$ cat config.mk
export PLATFORM = sky130hd
export DESIGN_NAME = imem_loader
export DESIGN_NICKNAME = d
export VERILOG_FILES = /design/src/rtl/imem_loader.sv
export SDC_FILE = /design/constraint.sdc
export NUM_CORES = 1
export LEC_CHECK = 0
export ABC_CLOCK_PERIOD_IN_PS = 5800
export CORE_MARGIN = 2
export CORE_UTILIZATION = 50
export CTS_BUF_LIST = sky130_fd_sc_hd__clkbuf_2
export CTS_CLUSTER_SIZE = 14
export DETAILED_ROUTE_END_ITERATION = 12
export DONT_BUFFER_PORTS = 1
export PLACE_DENSITY = 0.71
export SLEW_MARGIN = 20
export SYNTH_ARGS = -nofsm -noshare
export SYNTH_HDL_FRONTEND = slang
export SYNTH_SLANG_ARGS = --single-unit
$ cat constraint.sdc
create_clock -name clk -period 5.8 [get_ports clk]
set_input_delay 0.29 -clock clk [delete_from_list [all_inputs] [get_ports clk]]
set_output_delay 0.29 -clock clk [all_outputs]
set_load 0.1 [all_outputs]
$ cat src/rtl/imem_loader.sv
// Instruction-store writer: a 16 x 8 program memory filled from a framed
// byte stream (HDR, LEN, DATA..., CSUM), zero-filled, then released to the core.
`timescale 1ns/1ps

module imem_loader #(
    parameter int unsigned ADDR_W   = 4,
    parameter int unsigned DATA_W   = 8,
    parameter int unsigned DEPTH    = 16,
    parameter logic [7:0]  HDR_BYTE = 8'hA5
) (
    input  logic              clk,
    input  logic              reset,
    input  logic              start,
    input  logic              in_valid,
    input  logic [7:0]        in_data,
    output logic              in_ready,
    input  logic [ADDR_W-1:0] fetch_addr,
    output logic [DATA_W-1:0] fetch_instr,
    output logic              cpu_hold,
    output logic              load_done,
    output logic              load_err,
    output logic [ADDR_W:0]   word_count
);

    typedef enum logic [2:0] {
        S_IDLE,
        S_HDR,
        S_LEN,
        S_DATA,
        S_CSUM,
        S_FILL,
        S_DONE,
        S_ERR
    } state_t;

    localparam logic [7:0]      DEPTH_B = 8'(DEPTH);
    localparam logic [ADDR_W:0] FULL    = (ADDR_W+1)'(DEPTH);

    state_t            state;
    logic [ADDR_W:0]   len;
    logic [7:0]        sum;
    logic [DATA_W-1:0] mem [DEPTH];

    logic              accept;
    logic              wr_en;
    logic [ADDR_W-1:0] wr_addr;
    logic [DATA_W-1:0] wr_data;
    logic [ADDR_W:0]   wc_next;

    // Ready depends on state only; start masks it so a restart never consumes a byte.
    always_comb begin
        in_ready = 1'b0;
        case (state)
            S_HDR, S_LEN, S_DATA, S_CSUM: in_ready = !start;
            default:                      in_ready = 1'b0;
        endcase
    end

    assign accept  = in_valid && in_ready;
    assign wc_next = word_count + 1'b1;

    always_comb begin
        wr_en   = 1'b0;
        wr_addr = word_count[ADDR_W-1:0];
        wr_data = '0;
        if (state == S_DATA && accept) begin
            wr_en   = 1'b1;
            wr_data = DATA_W'(in_data);
        end else if (state == S_FILL && !start) begin
            wr_en   = 1'b1;
        end
    end

    // Program store is deliberately not reset; ERR leaves partial images in place.
    always_ff @(posedge clk) begin
        if (wr_en) begin
            mem[wr_addr] <= wr_data;
        end
    end

    assign fetch_instr = mem[fetch_addr];

    always_ff @(posedge clk or negedge reset) begin
        if (!reset) begin
            state      <= S_IDLE;
            len        <= '0;
            sum        <= '0;
            word_count <= '0;
            cpu_hold   <= 1'b1;
            load_done  <= 1'b0;
            load_err   <= 1'b0;
        end else if (start) begin
            state      <= S_HDR;
            sum        <= '0;
            word_count <= '0;
            cpu_hold   <= 1'b1;
            load_done  <= 1'b0;
            load_err   <= 1'b0;
        end else begin
            case (state)
                S_IDLE: begin
                    state <= S_IDLE;
                end
                S_HDR: begin
                    if (accept && in_data == HDR_BYTE) begin
                        state <= S_LEN;
                    end
                end
                S_LEN: begin
                    if (accept) begin
                        if (in_data != 8'h00 && in_data <= DEPTH_B) begin
                            len   <= in_data[ADDR_W:0];
                            state <= S_DATA;
                        end else begin
                            state    <= S_ERR;
                            load_err <= 1'b1;
                            cpu_hold <= 1'b1;
                        end
                    end
                end
                S_DATA: begin
                    if (accept) begin
                        sum        <= sum + in_data;
                        word_count <= wc_next;
                        if (wc_next == len) begin
                            state <= S_CSUM;
                        end
                    end
                end
                S_CSUM: begin
                    if (accept) begin
                        if (in_data == sum) begin
                            if (len == FULL) begin
                                state     <= S_DONE;
                                load_done <= 1'b1;
                                cpu_hold  <= 1'b0;
                            end else begin
                                state <= S_FILL;
                            end
                        end else begin
                            state    <= S_ERR;
                            load_err <= 1'b1;
                            cpu_hold <= 1'b1;
                        end
                    end
                end
                S_FILL: begin
                    word_count <= wc_next;
                    if (word_count[ADDR_W-1:0] == '1) begin
                        state     <= S_DONE;
                        load_done <= 1'b1;
                        cpu_hold  <= 1'b0;
                    end
                end
                S_DONE: begin
                    state <= S_DONE;
                end
                S_ERR: begin
                    state <= S_ERR;
                end
                default: begin
                    state <= S_IDLE;
                end
            endcase
        end
    end

endmodule

==> results of run 1 <==
placed cells by master, fill, tap and decap left out, types with 12 or more instances in the layout:
cell type,instances
sky130_fd_sc_hd__mux4_2,16
sky130_fd_sc_hd__clkbuf_2,17
sky130_fd_sc_hd__and2_1,16
sky130_fd_sc_hd__xnor2_1,12
sky130_fd_sc_hd__dfrtp_1,21
sky130_fd_sc_hd__mux4_1,24
sky130_fd_sc_hd__dlygate4sd3_1,17
sky130_fd_sc_hd__edfxtp_1,128
sky130_fd_sc_hd__nor2_1,19
power by group through the flow:
stage | Combinational, W | Sequential, W | Clock [W]
final | 0.000437 | 0.00135 | 0.000635
after global routing | 0.000476 | 0.00136 | 0.000692
after CTS | 0.000435 | 0.00135 | 0.000652
after detailed placement | 0.000411 | 0.00137 | 0
after global placement | 0.000402 | 0.00137 | 0
after floorplan | 0.000384 | 0.00134 | 0
state kept, by name (all words and copies together) (netlist names):
| signal | count |
|---|---|
| cpu_hold | 1 |
| load_err | 1 |
| load_done | 1 |
| len | 5 |
| mem | 128 |
| sum | 8 |
| word_count | 5 |
| state | 3 |
worst max-delay path: cells and delay by family (launching register included):
kind | cells | cell delay (ps)
AOI/OAI and AO/OA | 1 | 800
buffers and inverters | 1 | 560
DFF | 1 | 570
muxes | 1 | 390
and+or+nand+nor | 3 | 950
metrics by stage:
stage / power [W] / hold slack, ps / util / cells
after floorplan: 0.00172 / -5.59 / - / 406
after global placement: 0.00177 / -4.96 / 0.523 / 562
after detailed placement: 0.00179 / -4.92 / 0.523 / 562
after CTS: 0.00244 / 16.7 / 0.559 / 613
after global routing: 0.00253 / 42.2 / 0.559 / 613
final: 0.00243 / 99.4 / 0.559 / 613
path summary, 6_finish.rpt:
| kind | start | end | slack (ps) |
|---|---|---|---|
| hold / removal | in_data[1] | mem[0][1] | 100 |
| min in group asynchronous | reset | sum[6] | 610 |
| setup reg to reg | state[1] | len[3] | 2460 |
| max in group asynchronous | reset | sum[2] | 5020 |
| setup / recovery | state[1] | len[3] | 2460 |
| hold reg to reg | sum[3] | sum[3] | 550 |
logic make-up (layout without fill, tap and decap cells):
| family | after synthesis | count (layout) | synth area share |
|---|---|---|---|
| adder cells (fa/ha/maj) | 12 | 12 | 0.0228 |
| multiplexers | 49 | 49 | 0.157 |
| AO/OA/AOI/OAI | 50 | 50 | 0.0503 |
| AND/OR/NAND/NOR | 98 | 98 | 0.0823 |
| XOR/XNOR | 16 | 16 | 0.0203 |
| buffers and inverters | 29 | 60 | 0.0242 |
| flip-flops | 152 | 152 | 0.643 |
area by class of cell:
class / instances / area, sq um / share of cell area
well taps: 176 / 220 / 0.0294
inverters: 9 / 33.8 / 0.00451
repair buffers: 19 / 210 / 0.0281
multi-input cells: 225 / 2300 / 0.307
clock inverters: 15 / 188 / 0.0251
flip-flops and latches: 152 / 4450 / 0.594
clock buffers: 17 / 85.1 / 0.0114
per-layer routing:
metal | vias up | share of wire | wire length [um]
met1 | 1863 | 0.44 | 5920
met2 | 117 | 0.49 | 6610
li1 | 1676 | - | -
met4 | 0 | 0.024 | 323
met3 | 21 | 0.047 | 637
met5 | - | 0 | 0
repair_timing:
item,in CTS,in global routing
endpoints found under the setup margin,0,0
resized for setup,0,0
hold endpoints to repair,48,0
hold buffers,19,0
==> impl_metrics.csv, run 1 <==
group,metric,value,unit
status,status,"finished, final reports clean",
final_layout,drive_above_1_share,0.144,
timing,timing.final.max_slew_violations,0,
timing,grt_setup_unrepaired,"false",
pwr,cellPowerDensity,324,nW/um^2
global_routing,grt_pass1_vias,3713,
timing,tightest_slew,1120,ps
clock_network,clock_sink_count,152,
floorplanning,placement_rows,42,
place,placed_area,7000,sq um
synthesis,synth_ff_type,"sky130_fd_sc_hd__edfxtp_1",
final_layout,antenna_cells,0,
floorplanning,die_area,14800,sq um
pwr,p_comb_frac,0.180,
global_routing,antenna_found_initial,0,
timing,setup_ws,2460,ps
synthesis,synthTopCellsByArea,"sky130_fd_sc_hd__edfxtp_1 56%, sky130_fd_sc_hd__mux4_1 9.1%, sky130_fd_sc_hd__dfrtp_1 8.3%, sky130_fd_sc_hd__mux4_2 5.2%, sky130_fd_sc_hd__ha_1 2.0%",
synthesis,synth_commonest_cells,"128 x sky130_fd_sc_hd__edfxtp_1, 24 x sky130_fd_sc_hd__mux4_1, 23 x sky130_fd_sc_hd__dfrtp_1, 19 x sky130_fd_sc_hd__nor2_1",
hold_path,timing.hold.worst_path_depth,1,
global_routing,grt.met2_usage,0.307,
synthesis,synthArstFlopShare,0.158,
critical_path,cp_cell_sequence,"nand2b_1 -> nor2_1 -> o21a_1 -> nand4_1 -> mux2_2 -> dlygate4sd3_1",
floorplanning,floorplan.core_area,13400,sq um
timing,final.period_utilization,0.576,
timing,slew_headroom,0.254,
run,drv.max_cap_violation_count,0,
timing,setup_violations,0,
synthesis,synth-seq-area-share,0.643,
clock_network,h-tree-depth,4,
timing,setup-tns-final,0,ps
floorplanning,boundaryPins,33,
synthesis,post_synth_inst_count,406,
timing,period_minus_slack,3340,ps
pwr,leakagePower,2.79,nW
global_routing,gr-usage-met3,0.0478,
clock_network,cts_inserted_buffers,17,
clock_network,cts_tree,"built",
drt,drt_pre_antenna_iters,5,
drt,via_per_inst,6.00,
synthesis,synth_fp_nets,434,
drt,ant_nets,0,
synthesis,synth.most_common_cell,"sky130_fd_sc_hd__edfxtp_1",
critical_path,start_kind,"flop",
clock_network,post-cts-setup-buffer-count,0,
global_routing,grt_start_max_net_pins,33,
pwr,seqPwrFrac,0.558,
synthesis,syn-mean-instance-area,17.0,sq um
timing,achievable-frequency,0.299,GHz
clock_network,clockRootBuffer,"sky130_fd_sc_hd__clkbuf_2",
critical_path,critical_path.max_stage_delay,800,ps
critical_path,crit_path_required_time,6420,ps
pwr,vdd_ir_drop_max,190,uV
pwr,cell_internal_pwr,0.00166,W
floorplanning,die_x,122,um
clock_network,insertion_delay,700,ps
drt,via_count,3677,
critical_path,end_kind,"flop",
clock_network,ctsLongestPathBuffers,2,
drt,post-route-drc-count,0,
critical_path,crit_path_top_delay_cell,"sky130_fd_sc_hd__o21a_1",
critical_path,critical_path_arrival,3960,ps
synthesis,yosysUniqueCellTypes,59,
final_layout,area_growth_syn_to_layout,8.27,%
final_layout,nFillCells,1048,
place,detailedPlace.worstSlack,2950,ps
global_routing,grt.overflow.total,0,
drt,route.detailed.wl_per_inst,22.0,um
global_routing,global_route.peak_usage_layer,"met2",
place,hpwlAfterDp,8.69,mm
pwr,net-switching-power,0.000763,W
pwr,clkPwrFrac,0.262,
synthesis,synth_edf_count,128,
timing,final_hold_viol_count,0,
drt,first_iter_violations,277,
synthesis,yosysTopAreaCell,"sky130_fd_sc_hd__edfxtp_1",
synthesis,syn_area,6920,sq um
clock_network,clock_edge_transition_at_the_registers_on_the_reported_setup_and_hold_paths,220,ps
critical_path,r2r_cells,6,
global_routing,grt.total_usage,0.198,
global_routing,grt_pass1_wl,21.0,mm
place,place.gp.congestion,0.877,
floorplanning,dieHeight,122,um
critical_path,worst-setup-path-type,"reg2reg",
global_routing,grt.met1_usage,0.268,
place,buffer_ports.inserted,0,
synthesis,synth-warning-count,0,
synthesis,ys_ff_latch,152,
pwr,power.share.switching,0.315,
final_layout,final_area,7490,sq um
final_layout,nNetsFinal,452,
drt,totalWireLength,13.5,mm
synthesis,top_area_cell_type_share_of_the_netlist_area,0.556,
critical_path,worstPathMaxFanout,12,
hold_path,worstHoldPathType,"in2reg",
timing,finClkSkew,23.5,ps
floorplanning,start_util,0.516,
Power figures use the tool's default switching activity.
==> run 2: changes to the inputs <==
--- a/config.mk
+++ b/config.mk
@@ -5,7 +5,7 @@
 export SDC_FILE = /design/constraint.sdc
 export NUM_CORES = 1
 export LEC_CHECK = 0
-export ABC_CLOCK_PERIOD_IN_PS = 5800
+export ABC_CLOCK_PERIOD_IN_PS = 3200
 export CORE_MARGIN = 2
 export CORE_UTILIZATION = 50
 export CTS_BUF_LIST = sky130_fd_sc_hd__clkbuf_2
==> constraint.sdc (replaced) <==
create_clock -name clk -period 3.2 [get_ports clk]
set_input_delay 0.16 -clock clk [delete_from_list [all_inputs] [get_ports clk]]
set_output_delay 0.16 -clock clk [all_outputs]
set_load 0.1 [all_outputs]
==> run 2 against run 1 <==
Setup slack got worse by 1900 ps. Combinational power grew 110%. Design area grew 0.13%. Total power rose by 77%. Sequential cell count is the same. Worst hold slack lost 16 ps. Clock power increased by 56%. Final cell count up 1.5%. Die area unchanged. Non-clock buffer count rose by 9. Critical path depth decreased by 2. Critical endpoint is now mem[4][5]. Largest power group unchanged. Highest routed layer unchanged.
==> impl_metrics.csv, run 2 (synthesized netlist as in run 1, its figures left out) <==
group,metric,value,unit
final_layout,layout.cells.most_common,"sky130_fd_sc_hd__edfxtp_1",
floorplanning,floorplan.core_area,13400,sq um
timing,setup-tns-final,0,ps
status,status,"finished, final reports clean",
global_routing,grt.total_usage,0.218,
timing,tightest_slew,903,ps
clock_network,clock_edge_transition_at_the_registers_on_the_reported_setup_and_hold_paths,210,ps
critical_path,critical_path.max_stage_delay,640,ps
global_routing,antenna_found_initial,0,
timing,final_hold_viol_count,0,
final_layout,area_growth_syn_to_layout,8.41,%
floorplanning,placement_rows,42,
drt,route.detailed.wl_per_inst,23.9,um
drt,routedLengthMet1,5.98,mm
critical_path,worstPathMaxFanout,13,
timing,setup_ws,539,ps
global_routing,grt.overflow.total,0,
timing,slew_headroom,0.398,
critical_path,crit_path_top_delay_cell,"sky130_fd_sc_hd__dfrtp_1",
run,drv.max_cap_violation_count,0,
final_layout,registers.top_by_ff_count,"mem",
pwr,leakagePower,2.84,nW
final_layout,nNetsFinal,461,
critical_path,crit_family,"simple AND/OR/NAND/NOR gates",
critical_path,cp_cell_sequence,"nor2b_1 -> o21ai_1 -> nor3b_1 -> and2_1",
hold_path,worstHoldPathType,"in2reg",
place,post-place-cells,568,
final_layout,antenna_cells,0,
timing,finClkSkew,26.4,ps
critical_path,start_kind,"flop",
final_layout,number_of_flip_flops_under_the_largest_register_name,128,
floorplanning,dieHeight,122,um
clock_network,h-tree-depth,4,
drt,routed-wl-met2,7.67,mm
floorplanning,start_util,0.516,
critical_path,end_kind,"flop",
timing,grt_setup_unrepaired,"false",
timing,timing.final.max_slew_violations,0,
global_routing,grt_start_max_net_pins,33,
clock_network,clock_sink_count,152,
clock_network,insertion_delay,680,ps
clock_network,cts-hold-fix-buffers,22,
drt,ant_nets,0,
drt,routed.top_layer,"met4",
clock_network,clockRootBuffer,"sky130_fd_sc_hd__clkbuf_2",
timing,final.period_utilization,0.832,
drt,via_count,3823,
clock_network,ctsLongestPathBuffers,2,
clock_network,cts-resized-gates,0,
timing,setup_violations,0,
final_layout,reg.largest.list,"mem (128), sum (8)",
place,buffer_ports.inserted,0,
critical_path,path_buf_inv,0,
global_routing,grt_pass1_wl,23.1,mm
critical_path,critical_path_arrival,3030,ps
drt,via_per_inst,6.15,
place,detailedPlace.worstSlack,575,ps
clock_network,post-cts-setup-buffer-count,0,
clock_network,cts_tree,"built",
place,place.gp.congestion,0.863,
timing,period_minus_slack,2660,ps
final_layout,final_cell_count_no_fill,622,
floorplanning,die_x,122,um
final_layout,layout.cells.most_common_list,"128 x sky130_fd_sc_hd__edfxtp_1, 24 x sky130_fd_sc_hd__mux4_1, 23 x sky130_fd_sc_hd__dfrtp_1",
drt,first_iter_violations,413,
pwr,vdd_ir_drop_max,436,uV
drt,drt_pre_antenna_iters,4,
drt,post-route-drc-count,0,
pwr,cellPowerDensity,573,nW/um^2
floorplanning,boundaryPins,33,
critical_path,crit_path_required_time,3560,ps
final_layout,drive_above_1_share,0.150,
global_routing,grt_pass1_vias,3961,
drt,route.met3.wl,953,um
critical_path,worst-setup-path-type,"reg2reg",
drt,totalWireLength,14.9,mm
clock_network,cts_inserted_buffers,17,
timing,achievable-frequency,0.376,GHz
floorplanning,die_area,14800,sq um
place,hpwlAfterDp,9.82,mm
-- run 2: cell count changes in the layout (fill, tap and decap cells not counted), moves of 2 or more --
cell                            before  now
sky130_fd_sc_hd__clkbuf_2           17   20
sky130_fd_sc_hd__buf_4               0    6
sky130_fd_sc_hd__clkinvlp_4          3    0
sky130_fd_sc_hd__dfrtp_1            21   23
sky130_fd_sc_hd__dlygate4sd3_1      17   20
sky130_fd_sc_hd__inv_6               6    0
sky130_fd_sc_hd__clkinv_2            1    4
sky130_fd_sc_hd__inv_2               0    4
sky130_fd_sc_hd__dfrtp_2             2    0
-- run 2: metal layers --
| layer | vias up | global-route usage |
|---|---|---|
| met5 | - | 0 |
| met4 | 0 | 0.0718 |
| met3 | 24 | 0.0524 |
| met2 | 150 | 0.375 |
| met1 | 1952 | 0.275 |
| li1 | 1697 | - |
-- run 2: where the power goes --
group          switching, W  total (W)  internal (W)  leakage, nW
registers          0.000130    0.00238       0.00225         1.57
logic              0.000586   0.000929      0.000344         1.12
clock network      0.000633   0.000990      0.000356        0.153
-- run 2: cell type report --
class,count,area [sq um]
inverters,9,33.8
multi-input cells,225,2300
flip-flops and latches,152,4450
clock buffers,20,100
well taps,176,220
repair buffers,28,285
fillers,1057,5900
clock inverters,12,110
-- run 2: through the flow --
step	total power (W)	util	hold slack (ps)	cell area (sq um)
finish	0.00430	0.559	83.5	7500
global route	0.00449	0.559	29.8	7500
CTS	0.00432	0.559	6.43	7500
detailed placement	0.00329	0.526	-135	7050
global placement	0.00326	0.526	-135	7050
floorplan	0.00312	-	-136	6920
-- run 2: path summary, 6_finish.rpt --
check,start,endpoint,slack [ps],cells past startpoint
min reg2reg,sum[4],sum[4],550,2
min,in_data[0],mem[0][0],80,1
max in group asynchronous,reset,cpu_hold,2470,4
min in group asynchronous,reset,sum[2],500,4
max reg2reg,state[0],mem[4][5],540,4
max,state[0],mem[4][5],540,4
-- run 2: worst reg2reg max path, stage by stage, from the launching register on --
cell,delay [ps]
sky130_fd_sc_hd__dfrtp_1,640
sky130_fd_sc_hd__nor2b_1,490
sky130_fd_sc_hd__o21ai_1,300
sky130_fd_sc_hd__nor3b_1,500
sky130_fd_sc_hd__and2_1,410
==> run 3: changes to the inputs <==
--- a/config.mk
+++ b/config.mk
@@ -5,7 +5,7 @@
 export SDC_FILE = /design/constraint.sdc
 export NUM_CORES = 1
 export LEC_CHECK = 0
-export ABC_CLOCK_PERIOD_IN_PS = 3200
+export ABC_CLOCK_PERIOD_IN_PS = 2700
 export CORE_MARGIN = 2
 export CORE_UTILIZATION = 50
 export CTS_BUF_LIST = sky130_fd_sc_hd__clkbuf_2
==> constraint.sdc (replaced) <==
create_clock -name clk -period 2.7 [get_ports clk]
set_input_delay 0.135 -clock clk [delete_from_list [all_inputs] [get_ports clk]]
set_output_delay 0.135 -clock clk [all_outputs]
set_load 0.1 [all_outputs]
==> run 3 against run 2 <==
Sequential share of layout area is 0.11 points lower. Utilization rose by 0.10 points. Critical path depth decreased by 2. Global-route usage decreased by 0.22 points. First-iteration DRC count grew 16%. Register-to-register slack worse by 330 ps. Wire length decreased by 0.20%. Worst hold slack got worse by 26 ps. Clock power increased by 42%. Setup slack worse by 440 ps.
==> impl_metrics.csv, run 3 (synthesized netlist as in run 1, its figures left out) <==
group,metric,value,unit
timing,finClkSkew,30.3,ps
clock_network,clock_sink_count,152,
global_routing,grt_pass1_vias,3863,
status,status,"finished, final reports clean",
clock_network,ctsLongestPathBuffers,2,
global_routing,antenna_found_initial,0,
floorplanning,placement_rows,42,
timing,timing.final.max_slew_violations,0,
clock_network,clock_edge_transition_at_the_registers_on_the_reported_setup_and_hold_paths,210,ps
clock_network,insertion_delay,740,ps
pwr,seqPwrFrac,0.532,
timing,setup-tns-final,0,ps
final_layout,reg.largest.list,"mem (128), sum (8)",
critical_path,setup.reg_to_reg.worst_slack,210,ps
critical_path,critical_path_arrival,2470,ps
critical_path,crit-reg2reg-launch,"state[1]",
timing,setup_ws,94.9,ps
global_routing,grt_start_max_net_pins,33,
clock_network,cts_inserted_buffers,17,
global_routing,grt.overflow.total,0,
floorplanning,dieHeight,122,um
timing,tightest_slew,893,ps
drt,drt_pre_antenna_iters,5,
timing,grt_setup_unrepaired,"false",
drt,route.detailed.wl_per_inst,23.9,um
final_layout,antenna_cells,0,
drt,totalWireLength,14.8,mm
critical_path,critical_path.endpoint,"fetch_instr[2]",
clock_network,post-cts-setup-buffer-count,0,
drt,post-route-drc-count,0,
hold_path,timing.hold.worst_path_depth,1,
final_layout,registers.top_by_ff_count,"mem",
timing,period_minus_slack,2610,ps
floorplanning,start_util,0.516,
pwr,leakagePower,2.78,nW
run,drv.max_cap_violation_count,0,
pwr,cell_internal_pwr,0.00369,W
clock_network,cts_tree,"built",
pwr,power.share.switching,0.305,
final_layout,layout.cells.most_common_list,"128 x sky130_fd_sc_hd__edfxtp_1, 26 x sky130_fd_sc_hd__mux4_2, 23 x sky130_fd_sc_hd__dfrtp_1",
final_layout,number_of_flip_flops_under_the_largest_register_name,128,
global_routing,grt_pass1_wl,22.7,mm
critical_path,end_kind,"output pin",
clock_network,h-tree-depth,4,
drt,ant_nets,0,
drt,via_per_inst,6.09,
drt,via_count,3775,
place,place.gp.congestion,0.885,
critical_path,crit_path_required_time,2570,ps
global_routing,grt.total_usage,0.216,
timing,slew_headroom,0.405,
critical_path,worstPathMaxFanout,1,
floorplanning,die_area,14800,sq um
floorplanning,boundaryPins,33,
pwr,clkPwrFrac,0.266,
timing,setup_violations,0,
timing,achievable-frequency,0.384,GHz
timing,final.period_utilization,0.965,
final_layout,area_growth_syn_to_layout,8.61,%
critical_path,worst-setup-path-type,"reg2out",
critical_path,worstSetupStartpoint,"mem[11][2]",
pwr,p_comb_frac,0.202,
final_layout,nNetsFinal,460,
hold_path,hp-start,"in_data[2]",
final_layout,drive_above_1_share,0.173,
pwr,vdd_ir_drop_max,454,uV
critical_path,worst_r2r_endpoint,"len[2]",
place,detailedPlace.worstSlack,351,ps
floorplanning,floorplan.core_area,13400,sq um
drt,first_iter_violations,478,
pwr,cellPowerDensity,708,nW/um^2
critical_path,r2r_cells,6,
final_layout,layout.cells.most_common,"sky130_fd_sc_hd__edfxtp_1",
place,hpwlAfterDp,9.62,mm
pwr,net-switching-power,0.00162,W
timing,final_hold_viol_count,0,
floorplanning,die_x,122,um
clock_network,clockRootBuffer,"sky130_fd_sc_hd__clkbuf_2",
critical_path,start_kind,"flop",
hold_path,worstHoldPathType,"in2reg",
place,buffer_ports.inserted,0,
-- run 3: changes by cell type in the layout (fill, tap and decap cells not counted), sizes merged --
cell,delta
inv,-2
clkinvlp,+3
dlygate4sd3,-2
bufinv,+2
clkbuf,+1
buf,+1
clkinv,-5
-- run 3: power groups by stage --
| stage | registers, W | clock network [W] | logic (W) |
|---|---|---|---|
| 2_1_floorplan | 0.00288 | 0 | 0.000826 |
| 3_3_place_gp | 0.00287 | 0 | 0.00101 |
| 3_5_place_dp | 0.00287 | 0 | 0.00102 |
| 4_1_cts | 0.00282 | 0.00145 | 0.00107 |
| 5_1_grt | 0.00284 | 0.00154 | 0.00116 |
| 6_report | 0.00283 | 0.00141 | 0.00107 |
-- run 3: through the flow --
| step | hold slack, ps | power (W) | util | area, sq um | std cells |
|---|---|---|---|---|---|
| global route | 18.0 | 0.00554 | 0.561 | 7510 | 620 |
| detailed placement | -160 | 0.00389 | 0.526 | 7050 | 569 |
| CTS | 4.61 | 0.00535 | 0.562 | 7540 | 620 |
| floorplan | -161 | 0.00370 | - | 6920 | 406 |
| finish | 57.3 | 0.00531 | 0.561 | 7510 | 620 |
| global placement | -160 | 0.00388 | 0.526 | 7050 | 569 |
-- run 3: final cells by class --
cell class                      instances  area, sq um
Clock inverter                         10          169
Timing Repair Buffer                   27          273
Tap cell                              176          220
Multi-Input combinational cell        225         2260
Sequential cell                       152         4450
Fill cell                            1056         5890
Clock buffer                           21          105
Inverter                                9         33.8
-- run 3: repair_timing --
| action | CTS | global route |
|---|---|---|
| hold endpoints to repair | 140 | 0 |
| endpoints found under the setup margin | 2 | 6 |
| hold buffers | 20 | 0 |
| gates resized for setup | 3 | 7 |
-- run 3: worst min path at each step --
stage | endpoint | slack (ps)
final | mem[15][2] | 60
after CTS | state[0] | 5
after detailed placement | sum[5] | -160
after floorplan | len[0] | -160
after global placement | sum[4] | -160
after global routing | mem[4][2] | 20
-- run 3: metal layers --
metal,vias to the layer above,global-route usage,share of wire
li1,1682,-,-
met4,0,0.0711,0.018
met1,1912,0.276,0.40
met2,159,0.368,0.51
met5,-,0,0
met3,22,0.0506,0.069
-- run 3: critical path: stages (launching register included) --
cell                       delay (ps)
sky130_fd_sc_hd__edfxtp_1         450
sky130_fd_sc_hd__mux4_2           540
sky130_fd_sc_hd__mux4_2           760
